### config.mk
export PLATFORM = sky130hd
export DESIGN_NAME = vga_timing_gen
export DESIGN_NICKNAME = d
export VERILOG_FILES = /design/src/rtl/vga_timing_gen_pkg.sv /design/src/rtl/pixel_delay_line.sv /design/src/rtl/vga_timing_gen.sv
export SDC_FILE = /design/constraint.sdc
export NUM_CORES = 1
export LEC_CHECK = 0
export BUFFER_PORTS_ARGS = -buffer_cell sky130_fd_sc_hd__buf_2
export CAP_MARGIN = 20
export CORE_ASPECT_RATIO = 0.7
export CORE_UTILIZATION = 58
export CTS_CLUSTER_SIZE = 24
export DETAILED_ROUTE_END_ITERATION = 10
export GPL_TIMING_DRIVEN = 0
export PLACE_DENSITY = 0.79
export SKIP_CTS_REPAIR_TIMING = 1
export SLEW_MARGIN = 20
export SYNTH_ARGS = -nofsm -noshare
export SYNTH_HDL_FRONTEND = slang
export SYNTH_SLANG_ARGS = --single-unit
### constraint.sdc
create_clock -name CLOCK_100 -period 2.4 [get_ports CLOCK_100]
set_input_delay 0.72 -clock CLOCK_100 [delete_from_list [all_inputs] [get_ports CLOCK_100]]
set_output_delay 0.72 -clock CLOCK_100 [all_outputs]
set_load 0.005 [all_outputs]
### src/rtl/vga_timing_gen_pkg.sv
// Shared widths, default 800x600@72 mode constants and region-decode helper.
// Pure declarations; no logic, no latency.
// No flow control; consumed at elaboration only.
package vga_timing_gen_pkg;

  // Counter width must cover H_TOTAL-1 and V_TOTAL-1 of any supported mode.
  localparam int unsigned P_WIDTH = 11;
  // Divider width; DIV may be at most 2**D_WIDTH.
  localparam int unsigned D_WIDTH = 8;

  localparam int unsigned DEF_DIV      = 2;
  localparam int unsigned DEF_H_ACTIVE = 800;
  localparam int unsigned DEF_H_FP     = 56;
  localparam int unsigned DEF_H_SYNC   = 120;
  localparam int unsigned DEF_H_BP     = 64;
  localparam int unsigned DEF_V_ACTIVE = 600;
  localparam int unsigned DEF_V_FP     = 37;
  localparam int unsigned DEF_V_SYNC   = 6;
  localparam int unsigned DEF_V_BP     = 23;
  localparam bit          DEF_HS_POL   = 1'b1;
  localparam bit          DEF_VS_POL   = 1'b1;
  localparam int unsigned DEF_PIPE     = 0;

  // True while cnt lies in [lo, lo+len): the sync window follows active + front porch.
  function automatic logic in_window(input logic [P_WIDTH-1:0] cnt,
                                     input int unsigned lo,
                                     input int unsigned len);
    return (32'(cnt) >= lo) && (32'(cnt) < lo + len);
  endfunction

endpackage

### src/rtl/pixel_delay_line.sv
// Enable-gated shift register, DEPTH stages deep, resetting to RST_VAL.
// Latency: DEPTH enabled cycles (DEPTH=0 is a plain wire).
// No backpressure; advances only when en_i is high, holds otherwise.
module pixel_delay_line #(
  parameter int unsigned          WIDTH   = 1,
  parameter int unsigned          DEPTH   = 0,
  parameter logic [WIDTH-1:0]     RST_VAL = '0
) (
  input  logic             clk_i,
  input  logic             rst_ni,
  input  logic             en_i,
  input  logic [WIDTH-1:0] d_i,
  output logic [WIDTH-1:0] q_o
);

  if (DEPTH == 0) begin : g_bypass
    // Clock, reset and enable are irrelevant without storage.
    logic unused_ctrl;
    assign unused_ctrl = ^{clk_i, rst_ni, en_i};
    assign q_o = d_i;
  end else begin : g_pipe
    logic [WIDTH-1:0] stage_q [DEPTH];

    // Shift one stage per pixel tick; reset loads the inactive pattern everywhere.
    always_ff @(posedge clk_i or negedge rst_ni) begin
      if (!rst_ni) begin
        for (int i = 0; i < int'(DEPTH); i++) stage_q[i] <= RST_VAL;
      end else if (en_i) begin
        stage_q[0] <= d_i;
        for (int i = 1; i < int'(DEPTH); i++) stage_q[i] <= stage_q[i-1];
      end
    end

    assign q_o = stage_q[DEPTH-1];
  end

endmodule

### src/rtl/vga_timing_gen.sv
// VGA raster timing: pixel enable divider, h/v counters, coordinates, sync, valid, frame strobe.
// Latency: X/Y/frame_start 1 tick after counter; HS/VS/valid 1+PIPE ticks.
// No backpressure; free-running, outputs hold between pixel ticks.
module vga_timing_gen
  import vga_timing_gen_pkg::*;
#(
  parameter int unsigned DIV      = DEF_DIV,
  parameter int unsigned H_ACTIVE = DEF_H_ACTIVE,
  parameter int unsigned H_FP     = DEF_H_FP,
  parameter int unsigned H_SYNC   = DEF_H_SYNC,
  parameter int unsigned H_BP     = DEF_H_BP,
  parameter int unsigned V_ACTIVE = DEF_V_ACTIVE,
  parameter int unsigned V_FP     = DEF_V_FP,
  parameter int unsigned V_SYNC   = DEF_V_SYNC,
  parameter int unsigned V_BP     = DEF_V_BP,
  parameter bit          HS_POL   = DEF_HS_POL,
  parameter bit          VS_POL   = DEF_VS_POL,
  parameter int unsigned PIPE     = DEF_PIPE
) (
  input  logic               CLOCK_100,
  input  logic               RST_N,
  output logic               PIX_EN,
  output logic [P_WIDTH-1:0] X,
  output logic [P_WIDTH-1:0] Y,
  output logic               valid,
  output logic               VGA_HS,
  output logic               VGA_VS,
  output logic               frame_start
);

  localparam int unsigned H_TOTAL = H_ACTIVE + H_FP + H_SYNC + H_BP;
  localparam int unsigned V_TOTAL = V_ACTIVE + V_FP + V_SYNC + V_BP;

  logic [D_WIDTH-1:0] div_cnt_q, div_cnt_d;
  logic [P_WIDTH-1:0] hcnt_q, hcnt_d, vcnt_q, vcnt_d;
  logic [P_WIDTH-1:0] x_q, x_d, y_q, y_d;
  logic               raw_valid_q, raw_valid_d;
  logic               raw_hs_q, raw_hs_d, raw_vs_q, raw_vs_d;
  logic               frame_start_q, frame_start_d;
  logic               tick, h_last, v_last;

  // With DIV=1 the divider sits at 0 == DIV-1, so every edge is a tick.
  assign tick   = (div_cnt_q == D_WIDTH'(DIV - 1));
  assign h_last = (hcnt_q == P_WIDTH'(H_TOTAL - 1));
  assign v_last = (vcnt_q == P_WIDTH'(V_TOTAL - 1));

  // Next state: counters advance and outputs sample the pre-increment counters on ticks.
  always_comb begin
    div_cnt_d     = tick ? '0 : div_cnt_q + D_WIDTH'(1);
    hcnt_d        = hcnt_q;
    vcnt_d        = vcnt_q;
    x_d           = x_q;
    y_d           = y_q;
    raw_valid_d   = raw_valid_q;
    raw_hs_d      = raw_hs_q;
    raw_vs_d      = raw_vs_q;
    frame_start_d = 1'b0;
    if (tick) begin
      hcnt_d = h_last ? '0 : hcnt_q + P_WIDTH'(1);
      if (h_last) vcnt_d = v_last ? '0 : vcnt_q + P_WIDTH'(1);
      x_d           = hcnt_q;
      y_d           = vcnt_q;
      raw_valid_d   = (32'(hcnt_q) < H_ACTIVE) && (32'(vcnt_q) < V_ACTIVE);
      raw_hs_d      = in_window(hcnt_q, H_ACTIVE + H_FP, H_SYNC) ? HS_POL : ~HS_POL;
      raw_vs_d      = in_window(vcnt_q, V_ACTIVE + V_FP, V_SYNC) ? VS_POL : ~VS_POL;
      frame_start_d = (hcnt_q == '0) && (vcnt_q == '0);
    end
  end

  // State registers; reset abandons the frame and parks syncs at their idle level.
  always_ff @(posedge CLOCK_100 or negedge RST_N) begin
    if (!RST_N) begin
      div_cnt_q     <= '0;
      hcnt_q        <= '0;
      vcnt_q        <= '0;
      x_q           <= '0;
      y_q           <= '0;
      raw_valid_q   <= 1'b0;
      raw_hs_q      <= ~HS_POL;
      raw_vs_q      <= ~VS_POL;
      frame_start_q <= 1'b0;
    end else begin
      div_cnt_q     <= div_cnt_d;
      hcnt_q        <= hcnt_d;
      vcnt_q        <= vcnt_d;
      x_q           <= x_d;
      y_q           <= y_d;
      raw_valid_q   <= raw_valid_d;
      raw_hs_q      <= raw_hs_d;
      raw_vs_q      <= raw_vs_d;
      frame_start_q <= frame_start_d;
    end
  end

  pixel_delay_line #(
    .WIDTH   (3),
    .DEPTH   (PIPE),
    .RST_VAL ({1'b0, ~HS_POL, ~VS_POL})
  ) u_delay (
    .clk_i  (CLOCK_100),
    .rst_ni (RST_N),
    .en_i   (tick),
    .d_i    ({raw_valid_q, raw_hs_q, raw_vs_q}),
    .q_o    ({valid, VGA_HS, VGA_VS})
  );

  assign PIX_EN      = tick;
  assign X           = x_q;
  assign Y           = y_q;
  assign frame_start = frame_start_q;

endmodule

==> reports/qor.txt <==
Status: finished, violations left
Failing checks: negative setup slack
Commonest non-fill, non-tap cell in the layout: nand2_1
Number of synthesized register bits: 56
Post-synthesis mux area share: 0.792%
Std-Cell Rows: 20
Seq/Total Area, Yosys: 52.2%
Top-Level Pins: 29
Max Slew Vio Count: 0
Top FF cell, synth: dfrtp_1
RePlAce Congestion: 0.916
Syn avg cell area: 9.39 sq um
Sequential share of power: 59.8%
Maximum vdd drop: 0.415 mV
Wire per inst: 15.8 um
Slew HR: 54.5%
Die Area: 4910 sq um
CTS Root Cell: clkbuf_8
Non-Filler Instances: 391
Post-Synth Adder-Cell Area: 3.26%
Final Hold Vio Count: 0
Crit path required time: 1.68 ns
H-tree levels: 2
Maximum root-to-sink buffer count: 2
DR iter-0 viols: 216
Worst Path Max Fanout: 7
Global route hottest layer: met1
Aggregate global routing overflow: 0
Mapped Nets: 295
Most frequent cells in the layout: nand2_1, dfrtp_1, buf_2
Synth cell types: 42
Setup Skew: 0.0152 ns
Largest family of logic cells by synthesized area: simple AND/OR/NAND/NOR gates
Drt total wl: 6170 um
Detailed placement HPWL: 4110 um
Placed inst area: 2900 sq um
Cell Area, Synth: 2690 sq um
Placed insts: 369
Die Width: 83.3 um
Clock share of power: 39.0%
Total track usage: 26.6%
Met2 global-route usage: 39.7%
Vias per cell: 5.87
Pre-antenna DRT Iters: 5
Vias in the first global route: 2010
DRT antenna net count: 0
Comb pwr share: 1.2%
Final period utilization: 102%
Share of cells above drive strength 1: 19.0%
Clk pin slew, worst setup/hold paths: 0.11 ns
CTS tree: done
Sw Ratio: 20.4%
Max Fclk: 408 MHz
Area of all placed cells without fillers: 3170 sq um
Critical Path Start Type: flip-flop
Post-Synthesis Cells: 286
Max cap viols: 0
Clock Latency Late Sink: 0.32 ns
Simple-gate share of the synthesized area: 24.1%
Initial Utilization: 61.0%
Clock sinks: 56
CP arrival: 1.73 ns
Leakage: 1.52 nW
Fin crit period: 2.45 ns
Synth-to-Final Area Change: 17.8%
Cell Pwr Density: 498 nW/um^2
Post-synthesis xor/xnor area fraction: 4.89%
First-pass GRT wire length: 10000 um
Met1 GRT Util: 40.4%
Die height: 58.9 um
Setup Crit Path Kind: flip-flop to output pin
Initial antenna violation count: 0
Endpoints failing setup: 1
Async set-reset flop share out of synthesis: 100%
Via count: 2294
Worst Setup Slack, final: -0.0517 ns
Fillcell total: 337
Slew @ Worst Pin: 0.682 ns
Net Switching: 322 uW
# DRC: 0
Met3 usage: 4.49%
Largest net degree at the start of global routing: 57
Min Hold Slack: 0.441 ns
Core area: 4400 sq um
Pint: 1.25 mW
Synth warn: 0
Number of synthesized flops with an enable pin: 0
Compound-Gate Fraction of Synth Area: 9.78%
Nets: 344
TritonCTS Buffers: 5
# port buffers: 28
Classification of the worst-slack hold path: primary input to asynchronous set/reset pin
CP endpoint kind: output pin
Antenna Cells: 0
RSZ-0062 raised after global routing: yes
state kept, by name, indices dropped and copies added, names as in the netlist:
signal       cells
hcnt_q          11
div_cnt_q        8
raw_hs_q         1
Y               11
X               11
raw_vs_q         1
raw_valid_q      1
vcnt_q          11
frame_start      1
power by group through the flow:
stage	clock [mW]	sequential (mW)	combinational [mW]
after CTS	0.616	0.943	0.0198
after global routing	0.658	0.943	0.0223
after detailed placement	0	0.961	0.0199
after floorplan	0	0.962	0.000000489
after global placement	0	0.961	0.0191
final	0.615	0.943	0.0182
path summary, 6_finish.rpt:
kind | start | end | slack (ns) | depth (start not counted)
max in group asynchronous | RST_N | X[9]$_DFFE_PN0P_ | 1.50 | 1
worst max register to register | vcnt_q[2]$_DFFE_PN0P_ | vcnt_q[9]$_DFFE_PN0P_ | 0.11 | 5
min in group CLOCK_100 | X[9]$_DFFE_PN0P_ | X[9]$_DFFE_PN0P_ | 0.47 | 2
worst max-delay path | div_cnt_q[4]$_DFF_PN0_ | PIX_EN | -0.05 | 6
worst min-delay path | RST_N | div_cnt_q[6]$_DFF_PN0_ | 0.44 | 1
worst min register to register | X[9]$_DFFE_PN0P_ | X[9]$_DFFE_PN0P_ | 0.47 | 2
layout make-up:
class                           instances  area [sq um]  share of cell area [%]
Clock buffer                            6          72.6                    2.29
Timing Repair Buffer                   42           254                    8.02
Tap cell                               55          68.8                    2.17
Inverter                               11          41.3                    1.30
Sequential cell                        56          1400                    44.3
Clock inverter                          2          35.0                    1.11
Buffer                                 17           115                    3.64
Multi-Input combinational cell        202          1180                    37.2
per-stage QoR:
stage               power (mW)  worst slack, ns  setup TNS [ns]  utilization, %
floorplan                0.962            0.180               0               -
finish                    1.58          -0.0517         -0.0517            71.9
global route              1.62           -0.122          -0.122            71.9
global placement         0.981           -0.425          -0.425            65.7
CTS                       1.58           -0.842          -0.842            68.2
detailed placement       0.981           -0.492          -0.492            65.8
per-layer routing:
layer  wire length [um]  up-vias
li1                   -     1080
met1               2960     1113
met2               2750       89
met3                372       12
met4                 90        0
met5                  0        -
Yosys cell counts (2+ instances only):
cell type / instances / area (sq um)
a211oi_1: 3 / 22.5
a21oi_1: 5 / 25.0
a31oi_1: 4 / 25.0
and3_1: 5 / 31.3
and4_1: 3 / 26.3
buf_2: 3 / 15.0
buf_6: 3 / 33.8
clkbuf_1: 9 / 33.8
dfrtp_1: 56 / 1400
ha_1: 7 / 87.6
inv_1: 11 / 41.3
nand2_1: 65 / 244
nand3_1: 16 / 80.1
nand4_1: 10 / 62.6
nor2_1: 12 / 45.0
nor3_1: 6 / 30.0
nor4_1: 5 / 31.3
o21ai_0: 19 / 95.1
o21ai_1: 3 / 15.0
o31ai_1: 5 / 37.5
or3_1: 2 / 12.5
xnor2_1: 12 / 105
xor2_1: 3 / 26.3
logic make-up (layout without fill, tap and decap cells):
logic type | Yosys count | after routing
AND/OR/NAND/NOR | 134 | 134
multiplexers | 2 | 2
AO/OA/AOI/OAI | 44 | 44
buffers and inverters | 28 | 78
adder cells (fa/ha/maj) | 7 | 7
XOR/XNOR | 15 | 15
flip-flops | 56 | 56
critical path: stages (launching register included):
cell and delay (ns):
dfrtp_1 0.43, nor4_4 0.39, nand3_4 0.17, inv_2 0.10
buf_8 0.12, buf_8 0.11, buf_6 0.09
Note: power is estimated with default switching activity, not from simulation.
